==> src/rtl/control_sequencer_if.sv <==
// Control strobe bundle between the hardwired sequencer and the phase-1 datapath.
// The datapath supplies the instruction register contents and a halt request.
// The sequencer drives the per-cycle strobes back to it, together with Run and State.
//   master : sequencer side (drives strobes, reads IR/Stop)
//   slave  : datapath side  (drives IR/Stop, reads strobes)
interface control_sequencer_if;
   logic [31:0] IR;
   logic        Stop;

   logic        PCout;
   logic        ZHIout;
   logic        ZLOout;
   logic        MDRout;

   logic        MARin;
   logic        Zin;
   logic        PCin;
   logic        MDRin;
   logic        IRin;
   logic        Yin;
   logic        HIin;
   logic        LOin;

   logic        IncrementPC;
   logic        Read;

   logic        Gra;
   logic        Grb;
   logic        Grc;
   logic        Rin;
   logic        Rout;

   logic [4:0]  ALUControl;
   logic        Run;
   logic [3:0]  State;

   modport master (
      input  IR, Stop,
      output PCout, ZHIout, ZLOout, MDRout,
      output MARin, Zin, PCin, MDRin, IRin, Yin, HIin, LOin,
      output IncrementPC, Read,
      output Gra, Grb, Grc, Rin, Rout,
      output ALUControl, Run, State
   );

   modport slave (
      output IR, Stop,
      input  PCout, ZHIout, ZLOout, MDRout,
      input  MARin, Zin, PCin, MDRin, IRin, Yin, HIin, LOin,
      input  IncrementPC, Read,
      input  Gra, Grb, Grc, Rin, Rout,
      input  ALUControl, Run, State
   );
endinterface

==> src/rtl/control_sequencer.sv <==
// Hardwired fetch/decode/execute sequencer for the phase-1 datapath.
// Ports:
//   Clock : system clock, rising-edge active
//   Clear : asynchronous active-low reset
//   bus   : control_sequencer_if.master (IR/Stop in; strobes, ALUControl, Run, State out)
//
// state | meaning
// ------+---------------------------------------------------------------
// RESET | held by Clear; leaves to T0 on the first edge with Clear high
// T0    | fetch: PC -> MAR, PC+1 -> Z
// T1    | Z -> PC, memory read into MDR
// T2    | MDR -> IR; dispatch on opcode class
// T3    | Rb -> Y
// T4    | Y op Rc -> Z (ALUControl = opcode)
// T5    | ZLO -> Ra (ALU class) or ZLO -> LO (mul/div)
// T6    | ZHI -> HI (mul/div only)
// HALT  | parked, all strobes low; only Clear leaves
module control_sequencer #(
   parameter logic [4:0] OP_MUL  = 5'b01111,
   parameter logic [4:0] OP_DIV  = 5'b10000,
   parameter logic [4:0] OP_NOP  = 5'b11010,
   parameter logic [4:0] OP_HALT = 5'b11011
) (
   input  logic                 Clock,
   input  logic                 Clear,
   control_sequencer_if.master  bus
);

   typedef enum logic [3:0] {
      S_RESET = 4'd0,
      S_T0    = 4'd1,
      S_T1    = 4'd2,
      S_T2    = 4'd3,
      S_T3    = 4'd4,
      S_T4    = 4'd5,
      S_T5    = 4'd6,
      S_T6    = 4'd7,
      S_HALT  = 4'd8
   } state_t;

   state_t     state_q;
   state_t     state_d;
   state_t     boundary_next;
   logic [4:0] op;
   logic       is_alu;
   logic       is_md;
   logic       is_halt;

   assign op      = bus.IR[31:27];
   assign is_alu  = (op <= 5'd8);
   assign is_md   = (op == OP_MUL) || (op == OP_DIV);
   assign is_halt = (op == OP_HALT);

   // Every path into T0 is an instruction boundary where a halt request is honoured.
   assign boundary_next = bus.Stop ? S_HALT : S_T0;

   always_ff @(posedge Clock or negedge Clear) begin
      if (!Clear) begin
         state_q <= S_RESET;
      end else begin
         state_q <= state_d;
      end
   end

   assign bus.State = state_q;

   always_comb begin
      state_d         = state_q;
      bus.PCout       = 1'b0;
      bus.ZHIout      = 1'b0;
      bus.ZLOout      = 1'b0;
      bus.MDRout      = 1'b0;
      bus.MARin       = 1'b0;
      bus.Zin         = 1'b0;
      bus.PCin        = 1'b0;
      bus.MDRin       = 1'b0;
      bus.IRin        = 1'b0;
      bus.Yin         = 1'b0;
      bus.HIin        = 1'b0;
      bus.LOin        = 1'b0;
      bus.IncrementPC = 1'b0;
      bus.Read        = 1'b0;
      bus.Gra         = 1'b0;
      bus.Grb         = 1'b0;
      bus.Grc         = 1'b0;
      bus.Rin         = 1'b0;
      bus.Rout        = 1'b0;
      bus.ALUControl  = 5'd0;
      bus.Run         = 1'b0;

      case (state_q)
         S_RESET: begin
            state_d = S_T0;
         end
         S_T0: begin
            bus.Run         = 1'b1;
            bus.PCout       = 1'b1;
            bus.MARin       = 1'b1;
            bus.IncrementPC = 1'b1;
            bus.Zin         = 1'b1;
            state_d         = S_T1;
         end
         S_T1: begin
            bus.Run    = 1'b1;
            bus.ZLOout = 1'b1;
            bus.PCin   = 1'b1;
            bus.Read   = 1'b1;
            bus.MDRin  = 1'b1;
            state_d    = S_T2;
         end
         S_T2: begin
            bus.Run    = 1'b1;
            bus.MDRout = 1'b1;
            bus.IRin   = 1'b1;
            if (is_alu || is_md) begin
               state_d = S_T3;
            end else if (is_halt) begin
               state_d = S_HALT;
            end else begin
               state_d = boundary_next;
            end
         end
         S_T3: begin
            bus.Run  = 1'b1;
            bus.Grb  = 1'b1;
            bus.Rout = 1'b1;
            bus.Yin  = 1'b1;
            state_d  = S_T4;
         end
         S_T4: begin
            bus.Run        = 1'b1;
            bus.Grc        = 1'b1;
            bus.Rout       = 1'b1;
            bus.Zin        = 1'b1;
            bus.ALUControl = op;
            state_d        = S_T5;
         end
         S_T5: begin
            bus.Run = 1'b1;
            if (is_md) begin
               bus.ZLOout = 1'b1;
               bus.LOin   = 1'b1;
               state_d    = S_T6;
            end else if (is_alu) begin
               bus.ZLOout = 1'b1;
               bus.Gra    = 1'b1;
               bus.Rin    = 1'b1;
               state_d    = boundary_next;
            end else begin
               // IR changed class under us; abandon without a writeback.
               state_d = boundary_next;
            end
         end
         S_T6: begin
            bus.Run    = 1'b1;
            bus.ZHIout = 1'b1;
            bus.HIin   = 1'b1;
            state_d    = boundary_next;
         end
         S_HALT: begin
            state_d = S_HALT;
         end
         default: begin
            state_d = S_RESET;
         end
      endcase
   end

endmodule

==> src/flat_wrapper.sv <==
// flat-port wrapper written by rule: the top's interface ports become plain ports
module control_sequencer_flat 
#(
   parameter logic [4:0] OP_MUL  = 5'b01111,
   parameter logic [4:0] OP_DIV  = 5'b10000,
   parameter logic [4:0] OP_NOP  = 5'b11010,
   parameter logic [4:0] OP_HALT = 5'b11011
)
  (Clock, Clear, bus_IR, bus_Stop, bus_PCout, bus_ZHIout, bus_ZLOout, bus_MDRout, bus_MARin, bus_Zin, bus_PCin, bus_MDRin, bus_IRin, bus_Yin, bus_HIin, bus_LOin, bus_IncrementPC, bus_Read, bus_Gra, bus_Grb, bus_Grc, bus_Rin, bus_Rout, bus_ALUControl, bus_Run, bus_State);
  control_sequencer_if bus_i ();
  input  logic Clock;
  input  logic Clear;
  input wire logic [$bits(bus_i.IR)-1:0] bus_IR;
  input wire logic [$bits(bus_i.Stop)-1:0] bus_Stop;
  output wire logic [$bits(bus_i.PCout)-1:0] bus_PCout;
  output wire logic [$bits(bus_i.ZHIout)-1:0] bus_ZHIout;
  output wire logic [$bits(bus_i.ZLOout)-1:0] bus_ZLOout;
  output wire logic [$bits(bus_i.MDRout)-1:0] bus_MDRout;
  output wire logic [$bits(bus_i.MARin)-1:0] bus_MARin;
  output wire logic [$bits(bus_i.Zin)-1:0] bus_Zin;
  output wire logic [$bits(bus_i.PCin)-1:0] bus_PCin;
  output wire logic [$bits(bus_i.MDRin)-1:0] bus_MDRin;
  output wire logic [$bits(bus_i.IRin)-1:0] bus_IRin;
  output wire logic [$bits(bus_i.Yin)-1:0] bus_Yin;
  output wire logic [$bits(bus_i.HIin)-1:0] bus_HIin;
  output wire logic [$bits(bus_i.LOin)-1:0] bus_LOin;
  output wire logic [$bits(bus_i.IncrementPC)-1:0] bus_IncrementPC;
  output wire logic [$bits(bus_i.Read)-1:0] bus_Read;
  output wire logic [$bits(bus_i.Gra)-1:0] bus_Gra;
  output wire logic [$bits(bus_i.Grb)-1:0] bus_Grb;
  output wire logic [$bits(bus_i.Grc)-1:0] bus_Grc;
  output wire logic [$bits(bus_i.Rin)-1:0] bus_Rin;
  output wire logic [$bits(bus_i.Rout)-1:0] bus_Rout;
  output wire logic [$bits(bus_i.ALUControl)-1:0] bus_ALUControl;
  output wire logic [$bits(bus_i.Run)-1:0] bus_Run;
  output wire logic [$bits(bus_i.State)-1:0] bus_State;
  assign bus_i.IR = bus_IR;
  assign bus_i.Stop = bus_Stop;
  assign bus_PCout = bus_i.PCout;
  assign bus_ZHIout = bus_i.ZHIout;
  assign bus_ZLOout = bus_i.ZLOout;
  assign bus_MDRout = bus_i.MDRout;
  assign bus_MARin = bus_i.MARin;
  assign bus_Zin = bus_i.Zin;
  assign bus_PCin = bus_i.PCin;
  assign bus_MDRin = bus_i.MDRin;
  assign bus_IRin = bus_i.IRin;
  assign bus_Yin = bus_i.Yin;
  assign bus_HIin = bus_i.HIin;
  assign bus_LOin = bus_i.LOin;
  assign bus_IncrementPC = bus_i.IncrementPC;
  assign bus_Read = bus_i.Read;
  assign bus_Gra = bus_i.Gra;
  assign bus_Grb = bus_i.Grb;
  assign bus_Grc = bus_i.Grc;
  assign bus_Rin = bus_i.Rin;
  assign bus_Rout = bus_i.Rout;
  assign bus_ALUControl = bus_i.ALUControl;
  assign bus_Run = bus_i.Run;
  assign bus_State = bus_i.State;
  control_sequencer #(.OP_MUL(OP_MUL), .OP_DIV(OP_DIV), .OP_NOP(OP_NOP), .OP_HALT(OP_HALT)) u_core (.Clock(Clock), .Clear(Clear), .bus(bus_i));
endmodule
==> config.mk <==
export PLATFORM = sky130hd
export DESIGN_NAME = control_sequencer_flat
export DESIGN_NICKNAME = d
export VERILOG_FILES = /design/src/rtl/control_sequencer_if.sv /design/src/rtl/control_sequencer.sv /design/src/flat_wrapper.sv
export SDC_FILE = /design/constraint.sdc
export NUM_CORES = 1
export LEC_CHECK = 0
export BUFFER_PORTS_ARGS = -buffer_cell sky130_fd_sc_hd__clkbuf_2
export CORE_MARGIN = 3
export CORE_UTILIZATION = 30
export DETAILED_ROUTE_END_ITERATION = 8
export GPL_TIMING_DRIVEN = 0
export PLACE_DENSITY = 0.79
export SLEW_MARGIN = 5
export SYNTH_ARGS = -nofsm -noshare
export SYNTH_HDL_FRONTEND = slang
export SYNTH_SLANG_ARGS = --single-unit
export TNS_END_PERCENT = 10
==> constraint.sdc <==
create_clock -name Clock -period 1.6 [get_ports Clock]
set_input_delay 0.16 -clock Clock [delete_from_list [all_inputs] [get_ports Clock]]
set_output_delay 0.16 -clock Clock [all_outputs]
set_load 0.02 [all_outputs]
; Word-level counts from Yosys, hierarchy flattened
; Cells that the tools add are included.
[totals]
wordCells = 41
ff_bits = 4
inputBits = 35
[classes]
n_eq_ne = 11
reduce_logical = 6
magnitude_cmp = 1
muxes = 22
[op_table]
columns = op, n
row1 = one-hot mux 4 bit (9 select lines), 1
row2 = equality test 4 x 3 -> 1 bit (second input constant), 4
row3 = two-way mux 4 bit, 4
row4 = two-way mux 1 bit, 15
row5 = equality test 5 bit (second input constant), 2
row6 = equality test 4 x 2 -> 1 bit (second input constant), 2
row7 = OR reduction 7 bit, 1
row8 = equality test 5 x 4 -> 1 bit (second input constant), 1
row9 = <= comparator 5 x 4 -> 1 bit (second input constant), 1
row10 = two-way mux 5 bit, 1
row11 = equality test 4 x 1 -> 1 bit (second input constant), 1
row12 = equality test 4 bit (second input constant), 1
row13 = zero test 4 bit, 1
row14 = OR reduction 2 bit, 2
row15 = logical OR 1 bit, 2
row16 = one-hot mux 1 bit (2 select lines), 1

; Logic depth before layout (Yosys ltp)
; Gate-level depths: netlist (run 1).
[logic_depth]
word_depth = 5
depth_mapped = 5

; Least setup slack after synthesis (run 1)
; No wires, ideal clock.
[synth_timing]
kind = reg2out
from = register u_core.state_q[2] (netlist: u_core.bus.State[2])
to = output port bus_Rin
arrival_time_ns = 1.805
n_path_buf = 2
path_stages_with_launch = 6
required_time_ns = 1.440
path_slack_ns = -0.365
cell_sequence = dfrtp_1 > clkbuf_1 > nor2b_1 > nand2b_1 > nor3_1 > buf_4
[synth_between]
elab_chain_len = 2
[synth_rtl]
columns = element, line
row1 = "start, declared", control_sequencer.sv:41  ; state_t state_q;
row2 = "start signal, assigned", control_sequencer.sv:61  ; state_q <= state_d;
row3 = equality test 4 x 3 -> 1 bit, -
row4 = two-way mux 1 bit, -
row5 = "end, declared", flat_wrapper.sv:32  ; output wire logic [$bits(bus_i.Rin)-1:0] bus_Rin;
; Every way passes these cells.

; Final worst setup path (run 1)
[layout_timing]
from = register u_core.state_q[1] (netlist: u_core.bus.State[1])
to = output port bus_MARin
[layout_between]
elab_chain_len = 2
[layout_rtl]
columns = element, line
row1 = equality test 4 x 1 -> 1 bit, control_sequencer.sv:91  ; case (state_q)
row2 = two-way mux 1 bit, control_sequencer.sv:91
row3 = "end, declared", flat_wrapper.sv:19  ; output wire logic [$bits(bus_i.MARin)-1:0] bus_MARin;
; Every way passes these cells.

==> qor.csv, run 1 <==
metric;value;unit
outcome;completed;
p_int;889.2;µW
clock-sinks;4;
cts-htree-levels;1;
drv_cap;0;
cellPowerDensity;2078;nW/µm²
initial_core_util;0.3367;
setup_tns;0;ns
worstPathArrival;1.39;ns
clk_latency;0.23;ns
drc;0;
ys.warnings.count;0;
nets;145;
die-width;45.39;µm
ys_seq_elements;4;
numCtsBuffers;3;
synthFlopType;dfrtp_1;
drive_above_1_share;0.6389;
gp_congestion;0.8124;
fin_skew;0.003203;ns
grt_start_max_net_pins;11;
fmax;643.7;MHz
p_leak;0.0004516;µW
synthArstFlopShare;1.000;
rsz0062_at_grt;true;
syn_inst;65;
port_buffers;36;
layout_commonest_cell;clkbuf_2;
syn_nets;100;
whs;0.2715;ns
setup_viol;0;
cts_tree;done;
switchingPower;910.3;µW
min_period_over_period;0.9710;
slew_viol_final;0;
yosys.area.top_type_share;0.2151;
synth_area_leader_cell;dfrtp_1;
startpoint_type;flop;
hpwl;1134;µm
viasPerCell;5.154;
grt_pass1_vias;557;
die-area;2060;µm²
pin_count;64;
critPathRequiredTime;1.44;ns
seqPwrFrac;0.123;
synth_cell_type_count;28;
synth_edf_count;0;
syn_area;465.4;µm²
antenna_found_initial;0;
grt_pass1_wl;2442;µm
ant_nets;0;
dr.pass1.iters;4;
critical_path_class;flop to output pin;
ctsLongestPathBuffers;2;
p_comb_frac;0.809;
dr_total_vias;634;
std_cell_rows;13;
hp-class;input pin to flop;
dieHeight;45.39;µm
finalNonFillerCells;123;
p_sw_frac;0.5059;
max_slew_margin;0.7704;
finalPower;1799;µW
end_kind;output pin;
drt-total-wl;1567;µm
p_clk_frac;0.067;
cts-root-buf;clkbuf_4;
track_usage;0.1624;
period_needed;1.554;ns
placedCellCount;116;
synth.area.top_cells;dfrtp_1 22%, buf_4 13%, nor3_1 8.6%, nor2_1 5.6%, and2_1 5.4%;
wl_per_cell;12.74;µm
num_antenna_cells;0;
hold_viol;0;
tightest_slew;0.3413;ns
ys_seq_area_frac;0.2151;
core;1383;µm²
avgSynthCellArea;7.161;µm²
critPathMaxFanout;10;
utilization;0.6262;
final_cell_mix;33 x clkbuf_2, 13 x buf_4, 6 x nor2_1;
clk_pin_slew_worst_paths;0.04;ns
area_growth;86.02;%
peakVddDrop;1.152;mV
largest_reg_flops;4;
grt_overflow;0;
drt-initial-drc-count;14;
[worst max-delay path, stage by stage, from the launching register on]
cell and delay, ns:
dfrtp_1 0.38, buf_6 0.15, nand2b_4 0.17, nor3_4 0.22, buf_4 0.14, buf_6 0.10
[repair_timing]
item,CTS,global route
setup buffers,6,0
gates resized for setup,14,16
pin swaps,2,2
setup endpoints to repair,22,10
endpoints found under the hold margin,4,0
hold buffers,1,0
[cells in the mapped netlist, types with 2 or more instances]
| master | count |
|---|---|
| a21o_1 | 2 |
| and2_1 | 4 |
| buf_4 | 8 |
| clkbuf_1 | 2 |
| dfrtp_1 | 4 |
| nand2_1 | 4 |
| nand2b_1 | 4 |
| nor2_1 | 7 |
| nor2b_1 | 3 |
| nor3_1 | 8 |
| or3_1 | 2 |
[path summary, 6_finish.rpt]
kind	startpoint	endpoint	slack (ns)	depth (start not counted)
hold / removal	bus_Stop	u_core.bus.State[3]	0.27	3
setup reg to reg	u_core.bus.State[0]	u_core.bus.State[3]	0.17	4
hold reg to reg	u_core.bus.State[2]	u_core.bus.State[3]	0.65	2
setup / recovery	u_core.bus.State[1]	bus_MARin	0.05	5
min in group asynchronous	Clear	u_core.bus.State[3]	0.28	2
max in group asynchronous	Clear	u_core.bus.State[2]	1.18	2
[through the flow]
stage,instance area (µm²),setup slack [ns]
CTS,805.8,0.01031
global route,865.8,-0.02707
floorplan,475.5,-0.2266
detailed placement,674.4,-0.04989
finish,865.8,0.04641
global placement,674.4,-0.01767
[power groups by stage]
stage	combinational, µW	clock, µW	sequential [µW]
5_1_grt	1550	130	229
6_report	1460	121	222
4_1_cts	1330	127	209
3_5_place_dp	1110	0	170
2_1_floorplan	738	0	226
3_3_place_gp	1100	0	166
[final cells by class]
| class | instances | area [µm²] |
|---|---|---|
| Inverter | 1 | 3.754 |
| Buffer | 9 | 71.32 |
| Clock buffer | 3 | 22.52 |
| Multi-Input combinational cell | 48 | 379.1 |
| Fill cell | 125 | 516.7 |
| Sequential cell | 4 | 103.9 |
| Timing Repair Buffer | 43 | 266.5 |
| Tap cell | 15 | 18.77 |
[layer usage]
layer | up-vias | global-route usage | part of all wire
met2 | 18 | 0.2953 | 0.54
li1 | 317 | - | -
met5 | - | 0 | 0
met3 | 0 | 0.01186 | 0.045
met1 | 299 | 0.1905 | 0.41
met4 | 0 | 0.07018 | 0
[logic make-up (layout without fill, tap and decap cells)]
kind of cell / after synthesis / after routing / synth area share
compound gates: 12 / 12 / 0.1909
buf+inv: 13 / 56 / 0.1747
flops: 4 / 4 / 0.2151
simple gates: 36 / 36 / 0.4193
No activity file was read; power rests on OpenSTA's default activity.
==> run 2, diff against run 1 <==
--- a/config.mk
+++ b/config.mk
@@ -6,6 +6,7 @@
 export NUM_CORES = 1
 export LEC_CHECK = 0
 export BUFFER_PORTS_ARGS = -buffer_cell sky130_fd_sc_hd__clkbuf_2
+export CAP_MARGIN = 40
 export CORE_MARGIN = 3
 export CORE_UTILIZATION = 30
 export DETAILED_ROUTE_END_ITERATION = 8
==> constraint.sdc (replaced) <==
create_clock -name Clock -period 1.6 [get_ports Clock]
set_input_delay 0.08 -clock Clock [delete_from_list [all_inputs] [get_ports Clock]]
set_output_delay 0.08 -clock Clock [all_outputs]
set_load 0.02 [all_outputs]
==> run 2 against run 1 <==
Compared with the run above:
- sequential share of layout area increased by 0.74 points
- design area decreased by 8.1%
- via count decreased by 5.4%
- critical path depth unchanged
- clock skew decreased by 0.0011 ns
- largest cell class unchanged
==> qor.csv, run 2 (synthesis results as in run 1) <==
metric;value;unit
outcome;completed;
reg2reg_slack;0.24;ns
slew_viol_final;0;
drt-total-wl;1414;µm
layout_commonest_cell;clkbuf_2;
slowest_delay;0.52;ns
drc;0;
numCtsBuffers;3;
setup_viol;0;
hpwl;1134;µm
grt_start_max_net_pins;11;
end_kind;output pin;
grt_overflow;0;
peakVddDrop;0.9481;mV
nets;141;
std_cell_rows;13;
period_needed;1.527;ns
preCtsSetupSlack;0.03011;ns
fill_cells;121;
reg2reg_from;u_core.bus.State[1];
critPathRequiredTime;1.52;ns
tightest_slew;0.3503;ns
max_slew_margin;0.7643;
hp-class;input pin to asynchronous set/reset pin;
largest_reg_flops;4;
path_buf_inv;2;
path_cells;nor2b_4 -> nand2b_4 -> nor3_4 -> buf_4 -> buf_4;
grt_pass1_vias;534;
cts-root-buf;clkbuf_4;
viasPerCell;5.042;
track_usage;0.1447;
grt-busiest-layer;met2;
dieHeight;45.39;µm
reg2reg_depth;4;
drv_cap;0;
slowest_stage;dfrtp_2;
critical_path_class;flop to output pin;
met1_usage;0.1575;
clk_pin_slew_worst_paths;0.04;ns
drive_above_1_share;0.6058;
fin_skew;0.002061;ns
grt_pass1_wl;2201;µm
critical_path.top_delay_family;flip-flops;
final_cell_mix;35 x clkbuf_2, 10 x buf_4, 6 x nor2_1;
area_growth;70.97;%
dr_total_vias;600;
die-width;45.39;µm
antenna_found_initial;0;
finalNonFillerCells;119;
hold_viol;0;
multi_input_area;372.9;µm²
die-area;2060;µm²
worstPathArrival;1.45;ns
p_leak;0.0004266;µW
cts-htree-levels;1;
whs;0.1974;ns
gp_congestion;0.8124;
drt-initial-drc-count;4;
startpoint_type;flop;
finalWorstSetupSlack;0.07281;ns
dr.pass1.iters;2;
use_met3;0.01186;
min_period_over_period;0.9545;
clk_latency;0.23;ns
clock-sinks;4;
num_antenna_cells;0;
cellPowerDensity;2014;nW/µm²
regArea;101.3;µm²
pin_count;64;
critPathMaxFanout;10;
cts_tree;done;
fmax;654.8;MHz
grt_util_met2;0.2730;
rsz0062_at_grt;true;
wl_per_cell;11.88;µm
ant_nets;0;
core;1383;µm²
r2r-end;u_core.bus.State[3];
ctsLongestPathBuffers;2;
initial_core_util;0.3367;
port_buffers;36;
placedCellCount;116;
crit_top_cell;buf_4;
postCtsSetupRepairBufs;0;
==> run 2: cell count changes in the layout (fill, tap and decap cells not counted), sizes merged <==
cell and delta:
buf -6, clkbuf +2
==> run 2: metal layers <==
metal,vias to the layer above,part of all wire
met5,-,0
met4,0,0
met3,0,0.045
met2,18,0.53
met1,272,0.43
li1,310,-
==> run 2: how the worst max path moves through the flow <==
stage,start,end,cells after the start,slack (ns)
4_1_cts,u_core.bus.State[1],bus_MARin,5,-0.009
3_5_place_dp,u_core.bus.State[2],bus_Rin,6,0.03
6_report,u_core.bus.State[2],bus_Rin,5,0.07
5_1_grt,u_core.bus.State[0],bus_Read,5,-0.02
3_3_place_gp,u_core.bus.State[2],bus_Rin,6,0.06
2_1_floorplan,u_core.bus.State[3],bus_Yin,4,-0.15
==> run 2: layout make-up <==
class	count	share of cell area
tap	15	0.02358
sequential	4	0.1274
inverter	1	0.004717
timing repair buffer	37	0.2421
multi-input combinational	48	0.4686
buffer	11	0.1053
clock buffer	3	0.02830
==> run 2: repair_timing <==
action | CTS | global route
gates resized for setup | 13 | 12
pin swaps | 1 | 1
setup endpoints to repair | 18 | 14
cloned | 0 | 0
hold endpoints to repair | 4 | 0
hold buffers | 1 | 0
==> run 2: where the power goes <==
part / switching (µW) / total (µW) / internal (µW)
Clock: 36.8 / 120 / 83.6
Sequential: 58.7 / 208 / 150
Combinational: 760 / 1270 / 514
==> run 2: through the flow <==
| step | instance area [µm²] | util | setup TNS [ns] | total power (µW) |
|---|---|---|---|---|
| floorplan | 475.5 | - | -0.8757 | 963.8 |
| global placement | 674.4 | 0.4878 | 0 | 1264 |
| detailed placement | 674.4 | 0.4878 | 0 | 1282 |
| CTS | 753.2 | 0.5448 | -0.01514 | 1505 |
| global route | 795.8 | 0.5756 | -0.05342 | 1709 |
| finish | 795.8 | 0.5756 | 0 | 1602 |
==> run 3, diff against run 2 <==
--- a/config.mk
+++ b/config.mk
@@ -11,6 +11,7 @@
 export CORE_UTILIZATION = 30
 export DETAILED_ROUTE_END_ITERATION = 8
 export GPL_TIMING_DRIVEN = 0
+export MAX_ROUTING_LAYER = met4
 export PLACE_DENSITY = 0.79
 export SLEW_MARGIN = 5
 export SYNTH_ARGS = -nofsm -noshare
==> run 3 against run 2 <==
Compared with the run above:
- worst hold slack hardly changed
- setup slack stayed put
- design area stayed put
- sequential share of layout area stayed put
- via count stayed put
- critical endpoint unchanged
==> qor.csv, run 3 (synthesis results as in run 1) <==
metric;value;unit
track_usage;0.1489;
max_slew_margin;0.7643;
clk_latency;0.23;ns
critPathMaxFanout;10;
cts-root-buf;clkbuf_4;
grt_pass1_wl;2201;µm
slowest_stage;dfrtp_2;
critPathRequiredTime;1.52;ns
dieHeight;45.39;µm
fin_skew;0.002061;ns
startpoint_type;flop;
clk_pin_slew_worst_paths;0.04;ns
worstPathArrival;1.45;ns
pin_count;64;
grt_pass1_vias;535;
drc;0;
die-width;45.39;µm
ant_nets;0;
final_cell_mix;35 x clkbuf_2, 10 x buf_4, 6 x nor2_1;
largest_reg_flops;4;
crit_top_cell;buf_4;
drive_above_1_share;0.6058;
std_cell_rows;13;
nets;141;
final_area;795.8;µm²
reg2reg_from;u_core.bus.State[1];
r2r-end;u_core.bus.State[3];
end_kind;output pin;
rsz0062_at_grt;true;
port_buffers;36;
reg2reg_slack;0.24;ns
hold_viol;0;
grt_overflow;0;
dr_total_vias;600;
min_period_over_period;0.9545;
layout_commonest_cell;clkbuf_2;
tightest_slew;0.3503;ns
drt-initial-drc-count;4;
dr.pass1.iters;2;
wl_per_cell;11.88;µm
clock-sinks;4;
die-area;2060;µm²
peakVddDrop;0.9481;mV
viasPerCell;5.042;
reg2reg_depth;4;
drt-total-wl;1414;µm
core;1383;µm²
cts_tree;done;
num_antenna_cells;0;
outcome;completed;
cellPowerDensity;2014;nW/µm²
ctsLongestPathBuffers;2;
hp-class;input pin to asynchronous set/reset pin;
numCtsBuffers;3;
p_leak;0.0004266;µW
path_cells;nor2b_4 -> nand2b_4 -> nor3_4 -> buf_4 -> buf_4;
fill_cells;121;
critical_path_class;flop to output pin;
setup_viol;0;
hpwl;1134;µm
preCtsSetupSlack;0.03011;ns
slew_viol_final;0;
area_growth;70.97;%
initial_core_util;0.3367;
antenna_found_initial;0;
drv_cap;0;
postCtsSetupRepairBufs;0;
gp_congestion;0.8244;
period_needed;1.527;ns
place_area;674.4;µm²
fmax;654.8;MHz
finalWorstSetupSlack;0.07281;ns
grt_start_max_net_pins;11;
slowest_delay;0.52;ns
cts-htree-levels;1;
[run 3: cell counts in the layout (fill, tap and decap cells not counted)]
Identical to the previous run, type by type.
[run 3: timing repair]
item | 4_1_cts | 5_1_grt
setup endpoints to repair | 18 | 14
resized for setup | 13 | 12
hold buffers | 1 | 0
cloned | 0 | 0
pin swaps | 1 | 1
endpoints found under the hold margin | 4 | 0
[run 3: worst max-delay path: cells and delay by family, from the launching register on]
kind,cells,cell delay [ns]
DFF,1,0.52
and+or+nand+nor,3,0.45
buffers and inverters,2,0.25
[run 3: how the worst max path moves through the flow]
stage	from	to	depth (start not counted)
floorplan	u_core.bus.State[3]	bus_Yin	4
global placement	u_core.bus.State[2]	bus_Rin	6
detailed placement	u_core.bus.State[2]	bus_Rin	6
CTS	u_core.bus.State[1]	bus_MARin	5
global route	u_core.bus.State[0]	bus_Read	5
finish	u_core.bus.State[2]	bus_Rin	5
[run 3: per-layer routing]
layer / global-route usage / vias up / share of wire
li1: - / 310 / -
met1: 0.1575 / 272 / 0.43
met2: 0.2730 / 18 / 0.53
met3: 0.01186 / 0 / 0.045
met4: 0.07018 / 0 / 0
met5: - / - / 0
[run 3: report_power, final]
| group | switching, µW | total (µW) | internal, µW |
|---|---|---|---|
| sequential | 58.7 | 208 | 150 |
| combinational | 760 | 1270 | 514 |
| clock | 36.8 | 120 | 83.6 |
[run 3: metrics by stage]
step | util | TNS (ns) | hold slack [ns] | instances | total power [µW]
2_1_floorplan | - | -0.8757 | -0.2156 | 65 | 963.8
3_3_place_gp | 0.4878 | 0 | -0.1141 | 116 | 1264
3_5_place_dp | 0.4878 | 0 | -0.1101 | 116 | 1282
4_1_cts | 0.5448 | -0.01514 | 0.1802 | 119 | 1505
5_1_grt | 0.5756 | -0.05342 | 0.2058 | 119 | 1709
6_report | 0.5756 | 0 | 0.1972 | 119 | 1602
[run 3: cell type report]
type | instances | area (µm²) | share of cell area
Buffer | 11 | 83.83 | 0.1053
Clock buffer | 3 | 22.52 | 0.02830
Inverter | 1 | 3.754 | 0.004717
Multi-Input combinational cell | 48 | 372.9 | 0.4686
Sequential cell | 4 | 101.3 | 0.1274
Tap cell | 15 | 18.77 | 0.02358
Timing Repair Buffer | 37 | 192.7 | 0.2421
